### config.mk
export PLATFORM = sky130hd
export DESIGN_NAME = multdiv_sequencer_flat
export DESIGN_NICKNAME = d
export VERILOG_FILES = /design/src/rtl/multdiv_sequencer_if.sv /design/src/rtl/multdiv_sequencer.sv /design/src/flat_wrapper.sv
export SDC_FILE = /design/constraint.sdc
export NUM_CORES = 1
export LEC_CHECK = 0
export ABC_CLOCK_PERIOD_IN_PS = 8400
export CAP_MARGIN = 25
export CORE_ASPECT_RATIO = 1.2
export CORE_MARGIN = 2
export CORE_UTILIZATION = 40
export CTS_BUF_LIST = sky130_fd_sc_hd__clkbuf_8
export DETAILED_ROUTE_END_ITERATION = 10
export PLACE_DENSITY = 0.78
export SLEW_MARGIN = 30
export SYNTH_ARGS = -nofsm -noshare
export SYNTH_HDL_FRONTEND = slang
export SYNTH_SLANG_ARGS = --single-unit
### constraint.sdc
create_clock -name clock -period 8.4 [get_ports clock]
set_input_delay 0.84 -clock clock [delete_from_list [all_inputs] [get_ports clock]]
set_output_delay 0.84 -clock clock [all_outputs]
set_load 0.05 [all_outputs]
### src/rtl/multdiv_sequencer_if.sv
// Execute-stage <-> multdiv sequencer bundle: issue side, unit handshake and writeback.
// master = pipeline/unit side, slave = sequencer.
interface multdiv_sequencer_if;
    logic        issue_valid;
    logic        issue_op;
    logic [4:0]  issue_rd;
    logic [31:0] operand_a;
    logic [31:0] operand_b;
    logic        flush;
    logic        md_mult;
    logic        md_div;
    logic [31:0] md_a;
    logic [31:0] md_b;
    logic [31:0] md_result;
    logic        md_exception;
    logic        md_ready;
    logic        stall;
    logic        busy;
    logic        wb_valid;
    logic [4:0]  wb_rd;
    logic [31:0] wb_data;

    modport master (
        output issue_valid, issue_op, issue_rd, operand_a, operand_b, flush,
               md_result, md_exception, md_ready,
        input  md_mult, md_div, md_a, md_b, stall, busy, wb_valid, wb_rd, wb_data
    );

    modport slave (
        input  issue_valid, issue_op, issue_rd, operand_a, operand_b, flush,
               md_result, md_exception, md_ready,
        output md_mult, md_div, md_a, md_b, stall, busy, wb_valid, wb_rd, wb_data
    );
endinterface

### src/rtl/multdiv_sequencer.sv
// Sequences the iterative mult/div unit: one start pulse, stall while running, timeout, one writeback.
// Optional zero-operand shortcut enabled by defining MDSEQ_FASTPATH_EN.
//
// state | meaning
// IDLE  | waiting for an issue from DX
// START | operands latched, start pulse to the unit
// WAIT  | unit running, cycle counter active
// DONE  | single writeback beat
module multdiv_sequencer #(
    parameter int MAX_CYCLES = 40,
    parameter int CNT_W      = 8
) (
    input logic              clock,
    input logic              reset,
    multdiv_sequencer_if.slave bus
);

    typedef enum logic [1:0] {IDLE, START, WAIT, DONE} state_t;

    localparam logic [CNT_W-1:0] TIMEOUT_CNT = CNT_W'(MAX_CYCLES - 1);
    localparam logic [4:0]       EXC_RD      = 5'd30;

    state_t           state;
    logic [CNT_W-1:0] cnt;
    logic             op;
    logic [4:0]       rd;
    logic [31:0]      a_q, b_q;
    logic             pulse_mult, pulse_div;
    logic             wb_valid_q;
    logic [4:0]       wb_rd_q;
    logic [31:0]      wb_data_q;
    logic             fast_hit, fast_exc;

    function automatic logic [31:0] exc_code(input logic is_div);
        return is_div ? 32'd5 : 32'd4;
    endfunction

    always_comb begin
        fast_hit = 1'b0;
        fast_exc = 1'b0;
`ifdef MDSEQ_FASTPATH_EN
        if (bus.issue_op) begin
            fast_hit = (bus.operand_b == 32'd0);
            fast_exc = 1'b1;
        end else begin
            fast_hit = (bus.operand_a == 32'd0) || (bus.operand_b == 32'd0);
        end
`endif
    end

    always_ff @(posedge clock or posedge reset) begin
        if (reset) begin
            state      <= IDLE;
            cnt        <= '0;
            op         <= 1'b0;
            rd         <= '0;
            a_q        <= '0;
            b_q        <= '0;
            pulse_mult <= 1'b0;
            pulse_div  <= 1'b0;
            wb_valid_q <= 1'b0;
            wb_rd_q    <= '0;
            wb_data_q  <= '0;
        end else begin
            pulse_mult <= 1'b0;
            pulse_div  <= 1'b0;
            wb_valid_q <= 1'b0;
            case (state)
                IDLE: begin
                    if (bus.issue_valid && !bus.flush) begin
                        op  <= bus.issue_op;
                        rd  <= bus.issue_rd;
                        a_q <= bus.operand_a;
                        b_q <= bus.operand_b;
                        if (fast_hit) begin
                            state      <= DONE;
                            wb_valid_q <= 1'b1;
                            wb_rd_q    <= fast_exc ? EXC_RD : bus.issue_rd;
                            wb_data_q  <= fast_exc ? exc_code(bus.issue_op) : 32'd0;
                        end else begin
                            state      <= START;
                            pulse_mult <= !bus.issue_op;
                            pulse_div  <= bus.issue_op;
                        end
                    end
                end
                START: begin
                    // md_ready here is stale from a previous operation; not looked at
                    cnt   <= '0;
                    state <= bus.flush ? IDLE : WAIT;
                end
                WAIT: begin
                    if (bus.flush) begin
                        state <= IDLE;
                    end else if (bus.md_ready) begin
                        state      <= DONE;
                        wb_valid_q <= 1'b1;
                        wb_rd_q    <= bus.md_exception ? EXC_RD : rd;
                        wb_data_q  <= bus.md_exception ? exc_code(op) : bus.md_result;
                    end else if (cnt == TIMEOUT_CNT) begin
                        state      <= DONE;
                        wb_valid_q <= 1'b1;
                        wb_rd_q    <= EXC_RD;
                        wb_data_q  <= exc_code(op);
                    end else begin
                        cnt <= cnt + 1'b1;
                    end
                end
                DONE: state <= IDLE;
                default: state <= IDLE;
            endcase
        end
    end

    // flush in START must kill the start pulse in the same cycle
    assign bus.md_mult  = pulse_mult && !bus.flush;
    assign bus.md_div   = pulse_div && !bus.flush;
    assign bus.md_a     = a_q;
    assign bus.md_b     = b_q;
    assign bus.busy     = (state == START) || (state == WAIT);
    assign bus.stall    = !reset && (bus.busy ||
                          ((state == IDLE) && bus.issue_valid && !bus.flush));
    assign bus.wb_valid = wb_valid_q;
    assign bus.wb_rd    = wb_rd_q;
    assign bus.wb_data  = wb_data_q;

endmodule

### src/flat_wrapper.sv
// flat-port wrapper written by rule: the top's interface ports become plain ports
module multdiv_sequencer_flat 
#(
    parameter int MAX_CYCLES = 40,
    parameter int CNT_W      = 8
)
  (clock, reset, bus_issue_valid, bus_issue_op, bus_issue_rd, bus_operand_a, bus_operand_b, bus_flush, bus_md_result, bus_md_exception, bus_md_ready, bus_md_mult, bus_md_div, bus_md_a, bus_md_b, bus_stall, bus_busy, bus_wb_valid, bus_wb_rd, bus_wb_data);
  multdiv_sequencer_if bus_i ();
  input logic clock;
  input logic reset;
  input wire logic [$bits(bus_i.issue_valid)-1:0] bus_issue_valid;
  input wire logic [$bits(bus_i.issue_op)-1:0] bus_issue_op;
  input wire logic [$bits(bus_i.issue_rd)-1:0] bus_issue_rd;
  input wire logic [$bits(bus_i.operand_a)-1:0] bus_operand_a;
  input wire logic [$bits(bus_i.operand_b)-1:0] bus_operand_b;
  input wire logic [$bits(bus_i.flush)-1:0] bus_flush;
  input wire logic [$bits(bus_i.md_result)-1:0] bus_md_result;
  input wire logic [$bits(bus_i.md_exception)-1:0] bus_md_exception;
  input wire logic [$bits(bus_i.md_ready)-1:0] bus_md_ready;
  output wire logic [$bits(bus_i.md_mult)-1:0] bus_md_mult;
  output wire logic [$bits(bus_i.md_div)-1:0] bus_md_div;
  output wire logic [$bits(bus_i.md_a)-1:0] bus_md_a;
  output wire logic [$bits(bus_i.md_b)-1:0] bus_md_b;
  output wire logic [$bits(bus_i.stall)-1:0] bus_stall;
  output wire logic [$bits(bus_i.busy)-1:0] bus_busy;
  output wire logic [$bits(bus_i.wb_valid)-1:0] bus_wb_valid;
  output wire logic [$bits(bus_i.wb_rd)-1:0] bus_wb_rd;
  output wire logic [$bits(bus_i.wb_data)-1:0] bus_wb_data;
  assign bus_i.issue_valid = bus_issue_valid;
  assign bus_i.issue_op = bus_issue_op;
  assign bus_i.issue_rd = bus_issue_rd;
  assign bus_i.operand_a = bus_operand_a;
  assign bus_i.operand_b = bus_operand_b;
  assign bus_i.flush = bus_flush;
  assign bus_i.md_result = bus_md_result;
  assign bus_i.md_exception = bus_md_exception;
  assign bus_i.md_ready = bus_md_ready;
  assign bus_md_mult = bus_i.md_mult;
  assign bus_md_div = bus_i.md_div;
  assign bus_md_a = bus_i.md_a;
  assign bus_md_b = bus_i.md_b;
  assign bus_stall = bus_i.stall;
  assign bus_busy = bus_i.busy;
  assign bus_wb_valid = bus_i.wb_valid;
  assign bus_wb_rd = bus_i.wb_rd;
  assign bus_wb_data = bus_i.wb_data;
  multdiv_sequencer #(.MAX_CYCLES(MAX_CYCLES), .CNT_W(CNT_W)) u_core (.clock(clock), .reset(reset), .bus(bus_i));
endmodule
# ---- Word level (Yosys, flattened, before mapping)
# Cells that the tools add are included.
dict set report word_totals {
  register_bits 120
  in_bits 108
  out_inout_bits 106
  elab_cells 65
}
dict set report op_classes {
  n_addsub 1
  eq_ne 9
  n_mux 25
  bitwise 1
  n_reduce_logical 18
}
# cell n
set ops {}
lappend ops {{2-to-1 mux 32 bit} 3}
lappend ops {{2-to-1 mux 8 bit} 3}
lappend ops {{one-hot mux 8 bit (2 select lines)} 1}
lappend ops {{2-to-1 mux 5 bit} 3}
lappend ops {{2-to-1 mux 2 bit} 5}
lappend ops {{2-to-1 mux 1 bit} 9}
lappend ops {{adder 8 x 1 -> 8 bit (second input constant)} 1}
lappend ops {{== test 8 x 6 -> 1 bit (second input constant)} 1}
lappend ops {{one-hot mux 2 bit (4 select lines)} 1}
lappend ops {{logical AND 1 bit} 6}
lappend ops {{inequality test 2 bit (second input constant)} 3}
lappend ops {{== test 2 bit (second input constant)} 2}
lappend ops {{inequality test 4 x 3 -> 1 bit (second input constant)} 1}
lappend ops {{AND reduction 2 bit} 2}
lappend ops {{AND reduction 4 bit} 1}
lappend ops {{nonzero test 2 bit} 2}
lappend ops {{logical NOT 1 bit} 3}
lappend ops {{AND reduction 3 bit} 1}
lappend ops {{== test 2 x 1 -> 1 bit (second input constant)} 1}
lappend ops {{logical NOT 2 bit} 1}
lappend ops {{logical OR 1 bit} 2}
lappend ops {{inequality test 2 x 1 -> 1 bit (second input constant)} 1}
lappend ops {{NOT 1 bit} 1}

# ---- Logic depth before layout (Yosys ltp)
dict set report depth {
  word_depth 5
  mapped_depth 8
  depth_no_buf 7
}

# ---- Least setup slack after synthesis
# OpenSTA, ideal clock, no wires.
dict set report synth_path {
  kind {input-to-output}
  start {input port bus_issue_valid}
  end {output port bus_stall}
  arrival_time_ns 2.172
  required_ns 7.560
  path_slack_ns 5.388
  cell_stages 4
  path_buffers 1
  cell_sequence {nor2b_1 nand2_1 buf_2 a21oi_1}
}
dict set report synth_via {
  elab_chain_cells 4
}
# element line_no
set synth_rtl {}
lappend synth_rtl {{start: declaration} flat_wrapper.sv:11} ;# input wire logic [$bits(bus_i.issue_valid)-1:0] bus_issue_valid;
lappend synth_rtl {{logical AND 1 bit (2 in series)} multdiv_sequencer.sv:122} ;# ((state == IDLE) && bus.issue_valid && !bus.flush));
lappend synth_rtl {{logical OR 1 bit} multdiv_sequencer.sv:121} ;# assign bus.stall = !reset && (bus.busy ||
lappend synth_rtl {{logical AND 1 bit} multdiv_sequencer.sv:121}
lappend synth_rtl {{end: declaration} flat_wrapper.sv:24} ;# output wire logic [$bits(bus_i.stall)-1:0] bus_stall;
# Every way passes these cells.

# ---- Worst setup path after layout
dict set report layout_path {
  start {input port bus_flush}
  end {output port bus_stall}
}
dict set report layout_via {
  elab_chain_cells 4
}
# element line_no
set layout_rtl {}
lappend layout_rtl {{start: declaration} flat_wrapper.sv:16} ;# input wire logic [$bits(bus_i.flush)-1:0] bus_flush;
lappend layout_rtl {{logical NOT 1 bit} multdiv_sequencer.sv:122}
lappend layout_rtl {{logical AND 1 bit} multdiv_sequencer.sv:122}
lappend layout_rtl {{logical OR 1 bit} multdiv_sequencer.sv:121}
lappend layout_rtl {{logical AND 1 bit} multdiv_sequencer.sv:121}
# Every way passes these cells.

==> metrics.txt <==
status=complete, no violations; Site Rows=43; Hold Path Cell Cnt=1; area of the multi-input gates=about 1600 sq um; Clock Sinks=120; area grow syn2layout=56.1%; port bufs=213; HPWL Detailed=8210 microns; Worst-Skew Late Latency=0.42 ns; CP dominant cell by count=clkdlybuf4s50_1; Hold Crit Class=reg -> reg; crit-path cells=clkdlybuf4s50_1, nor2b_1, nand2_2, buf_4, a21oi_1, clkdlybuf4s50_1; root buf cell=clkbuf_8; Setup-failing EPs final=0; maximum vdd ir drop=roughly 0.25 mV; total track usage=0.184; Netlist cell types=38; number of routed nets with antenna violations=0; Cells after Synth=between 300 and 400; setup TNS=0 ns; height of the die=123 microns; antenna violations before repair=1; normalized max-slew margin=0.399; skew final=0.0123 ns; Reg2Reg Setup Slack=6.21 ns; DRT Pass-1 Iters=5; share of post-route cells with drive strength above 1=0.203; r2r endpoint=u_core.cnt[7]$_DFFE_PP0P_; YS warnings=0; CP endpoint kind=output pin; simple-gate area share of the yosys netlist=0.0458; WS Path Type=in -> out; largest family of logic cells by synthesized area=multiplexers; syn_area_per_cell=14.9 sq um; wire length of the first global-routing pass=17800 microns; Worst EP arrival=roughly 3.4 ns; Critical R2R Launch=u_core.state[0]$_DFFE_PP0P_; Worst Max-Slew Pin Slew=roughly 0.90 ns; vias in the first global route=~3.6k; Max Fclk=between 200 and 250 MHz; final net count=approximately 650; NetSw=~1.4 mW; CTS tree=yes; Pleak=between 3 and 4 nW; max-slew violations=0; Hold Crit Endpoint=u_core.op$_DFFE_PP0P_; Synth Area in XOR/XNOR=0.00373; clock-pin transition on the worst setup and hold timing paths=~0.070 ns; Syn Std Cell Area=~4700 sq um; # resized after CTS=0; Pwr Density=429 nW/um^2; Storage cell area=3000 sq um; share of power burned in registers=0.298; crit-path max FO=slightly above 70; Logic pwr share=0.542; Via density=slightly below 5; ANT cells=0; MaxCap Viol Count=0; Final min period=~4.2 ns; final core occ=0.637; # DRC=0; CORE AREA=approximately 12000 sq um; Synth Area in Compound Gates=0.100; Critical Path Start Type=input pin; largest net degree at the start of global routing=73; Max clock buf depth=2; Worst path slowest cell=clkdlybuf4s50_1; violation count after the first detailed-route iteration=65; I/O Pins=~210; Worst Setup SP=bus_flush; total CTS buffers=17; min-delay src=u_core.op$_DFFE_PP0P_; max incr delay on CP=about 0.73 ns; postcts setup bufs=0; Final Hold Viols=0; syn nets=approximately 430; H-tree levels=4; post-synthesis adder-cell area fraction=0.0107; Hold-fix buffers, CTS=0; Worst R2R Path Depth=6; Sw Share=0.455; Seq/Total Area, Yosys=0.639; Critical Path RT=between 7 and 8 ns; FILL cells=slightly above 900; DR vias=between 3k and 4k; initial core utilization=0.408; mux cell area share after synthesis=0.172; Routed WL=about 11000 microns; total gr overflow=0; period utilization=0.499; die area=around 13000 sq um; routability cong.=0.827; Routed WL per cell=about 16 microns; clock network power share=0.159; Pint=approximately 1.7 mW; RSZ-0062 raised after global routing=no; chip width=103 microns; number of synthesized register bits=120
-- sequential cells by signal (all words and copies together), names as in the netlist --
| name | flops |
|---|---|
| u_core.bus.md_a | 32 |
| u_core.bus.md_b | 32 |
| u_core.bus.wb_data | 32 |
| u_core.bus.wb_rd | 5 |
| u_core.bus.wb_valid | 1 |
| u_core.cnt | 8 |
| u_core.op | 1 |
| u_core.pulse_div | 1 |
| u_core.pulse_mult | 1 |
| u_core.rd | 5 |
| u_core.state | 2 |
-- layout by cell type, fill, tap and decap left out, types with 5 or more instances in the layout --
cell,n
mux2_2,69
inv_1,7
nand2_1,8
o21ai_0,6
clkdlybuf4s50_1,213
a22o_1,31
dfrtp_1,120
o22a_1,5
clkbuf_8,17
-- layer usage --
| metal | up-vias | GRT usage | share of wire |
|---|---|---|---|
| met4 | 2 | 0.0781 | 0.021 |
| met3 | 25 | 0.0786 | 0.096 |
| li1 | 1585 | - | - |
| met2 | 146 | 0.304 | 0.51 |
| met5 | - | 0 | 0.0011 |
| met1 | 1680 | 0.207 | 0.37 |
-- area by class of cell --
class	count	area share
Multi-Input combinational cell	172	0.214
Sequential cell	120	0.409
Inverter	8	0.00444
Timing Repair Buffer	215	0.293
Tap cell	157	0.0268
Clock buffer	17	0.0319
Clock inverter	14	0.0203
-- per-stage QoR --
step	hold WS, ns	cells	total power [mW]	setup WS (ns)	area (sq um)
6_report	0.479	703	3.15	4.21	7330
2_1_floorplan	0.449	316	2.07	4.37	4700
3_5_place_dp	0.472	672	2.67	4.18	6950
4_1_cts	0.486	703	3.19	4.16	7330
3_3_place_gp	0.471	672	2.64	4.23	6950
5_1_grt	0.507	703	3.29	4.03	7330
-- synth_stat cells --
library cell,count,area (sq um)
a32o_1,1,10.0
o221ai_1,1,8.76
o21ai_0,6,30.0
xor2_1,2,17.5
a21oi_2,1,8.76
a21o_2,1,8.76
nand2_1,9,33.8
nand4b_1,1,8.76
nand2_4,1,11.3
buf_6,4,45.0
nor4_2,1,12.5
clkbuf_1,1,3.75
nor4_1,1,6.26
inv_1,8,30.0
buf_2,11,55.1
or3b_1,1,8.76
o311ai_0,2,17.5
nor3_1,2,10.0
a22o_1,31,272
nor2b_1,4,25.0
and3_1,2,12.5
a21o_1,1,7.51
ha_1,4,50.1
or2b_1,1,7.51
mux2_2,69,777
mux2i_1,3,30.0
nor2_1,5,18.8
o31ai_1,2,15.0
nor4_4,1,21.3
a21oi_1,3,15.0
o21a_1,2,15.0
nand2b_1,2,12.5
or2_1,1,6.26
dfrtp_1,120,3000
nand3_1,4,20.0
o41ai_1,1,8.76
o22a_1,5,43.8
a32o_2,1,11.3
-- power by group through the flow --
| stage | sequential (mW) | clock (mW) | combinational [mW] |
|---|---|---|---|
| after floorplan | 1.71 | 0 | 0.356 |
| after global placement | 0.939 | 0 | 1.70 |
| after detailed placement | 0.951 | 0 | 1.72 |
| after CTS | 0.942 | 0.521 | 1.72 |
| after global routing | 0.970 | 0.543 | 1.78 |
| final | 0.939 | 0.502 | 1.71 |
-- cell families after synthesis --
logic type | count (synthesis)
and+or+nand+nor | 36
DFF | 120
AOI/OAI and AO/OA | 58
buffers and inverters | 24
adders and majority gates | 4
xor gates and xnor gates | 2
muxes | 72
-- worst max-delay path by stage --
stage                                     end  slack, ns  depth (start not counted)
2_1_floorplan  u_core.bus.md_a[0]$_DFFE_PP0P_       4.37                          1
3_3_place_gp                        bus_stall       4.23                          6
4_1_cts                             bus_stall       4.16                          6
5_1_grt                             bus_stall       4.03                          6
3_5_place_dp                        bus_stall       4.18                          6
6_report                            bus_stall       4.21                          6
-- worst max-delay path: cells and delay by family --
family	cells	cell delay, ns
AOI/OAI and AO/OA	1	0.16
and+or+nand+nor	2	0.24
buffers and inverters	3	2.08
Note: power is estimated with default switching activity, not from simulation.
==> RTL edit: new RTL, same flow settings <==
Encoding of `state_t`: now Gray code (2 bits for 4 states).
--- a/src/rtl/multdiv_sequencer.sv
+++ b/src/rtl/multdiv_sequencer.sv
@@ -15,7 +15,7 @@
     multdiv_sequencer_if.slave bus
 );
 
-    typedef enum logic [1:0] {IDLE, START, WAIT, DONE} state_t;
+    typedef enum logic [1:0] {IDLE = 2'b00, START = 2'b01, WAIT = 2'b11, DONE = 2'b10} state_t;
 
     localparam logic [CNT_W-1:0] TIMEOUT_CNT = CNT_W'(MAX_CYCLES - 1);
     localparam logic [4:0]       EXC_RD      = 5'd30;
Check against the original RTL: same outputs for any inputs over 4 cycles, from zero or initial values and one cycle with reset high; so few cycles prove little.
==> RTL edit against the original RTL <==
Sequential cell count unchanged; final area decreased by 1.1%; worst setup slack got worse by 0.078 ns; synthesized area decreased by 1.7%; fmax decreased by 1.8%; wire length increased by 0.33%; clock skew decreased by 0.0052 ns.
Power is not compared: it rests on default switching activity, and its combinational part moved more than twofold at a synthesized area within 25%.
==> RTL edit: results (changes against the original RTL) <==
Placement
  • Placed instance count: 661 (-1.6%)
  • Placed cell areas: 0.00688 mm² (-1.1%)
  • GPL Wtd Cong: 0.763 (-7.7%)
  • Pre-CTS WS: 4.06 ns (-0.117 ns)

Synth
  • Syn_nets: 413 (-3.5%)
  • Seq/Total Area, Yosys: 65.0% (+1.1 points)
  • Synth Instances: 304 (-3.8%)
  • Post-synthesis adder-cell area fraction: 0.271% (-0.79 points)
  • Top area cells in the synthesized netlist: dfrtp_1 65%, mux2_2 16%, a22o_1 5.9%, mux2_1 1.5%, buf_2 1.2%
  • Post-synth top cells: 120 x dfrtp_1, 64 x mux2_2, 31 x a22o_1, 11 x buf_2
  • Mux cell area share after synthesis: 17.7% (+0.54 points)

Timing
  • Clock Skew: 0.00711 ns (-0.00520 ns)
  • Hold Worst Slack: 0.488 ns (+0.00884 ns)

Global route
  • Initial antenna violation count: 0 (-1)
  • Total track usage: 18.8% (+0.36 points)
  • First-pass GRT wire length: 17.7 mm (-0.27%)

Critical path
  • R2R setup slack: 6.26 ns (+0.05 ns)
  • Crit path largest cell delay: 0.82 ns (+0.09 ns)
  • CP arrival: 3.43 ns (+0.08 ns)
  • RR Startpoint: u_core.state[1]
  • R2r endpoint: u_core.bus.md_b[10]

Run status
  • Outcome: complete, no violations

Cells and area
  • Share of post-route cells with drive strength above 1: 19.1% (-1.3 points)

Detailed routing
  • Vias per cell: 4.94 (+1.0%)
  • WL final: 11.4 mm (+0.33%)
  • Drt wl/cell: 16.5 µm (+1.9%)

Hold path
  • Worst Hold Launch: u_core.rd[2]
==> RTL edit: cell count changes in the layout (fill, tap and decap cells not counted), sizes merged, moves of 3 or more <==
cell,delta
o21ai,-4
ha,-3
nand2,-6
inv,-3
==> RTL edit: kinds of logic (layout without fill, tap and decap cells) <==
| family | Yosys count | count (layout) |
|---|---|---|
| multiplexers | 73 | 73 |
| buffers and inverters | 22 | 253 |
| flip-flops | 120 | 120 |
| AO/OA/AOI/OAI | 52 | 52 |
| adder cells (fa/ha/maj) | 1 | 1 |
| AND/OR/NAND/NOR | 36 | 36 |
==> RTL edit: per-layer routing <==
layer,vias to the layer above,global-route usage [%],share of wire (%)
met1,1691,21.8,39
met5,-,0,0
li1,1552,-,-
met2,158,31.2,51
met3,17,6.48,9.0
met4,0,8.33,1.7
==> RTL edit: cell type report <==
type	count	area (µm²)
clock buffers	19	262
clock inverters	12	111
repair buffers	216	2150
multi-input cells	162	1500
flip-flops and latches	120	3000
well taps	157	196
fillers	907	4160
inverters	6	25.0
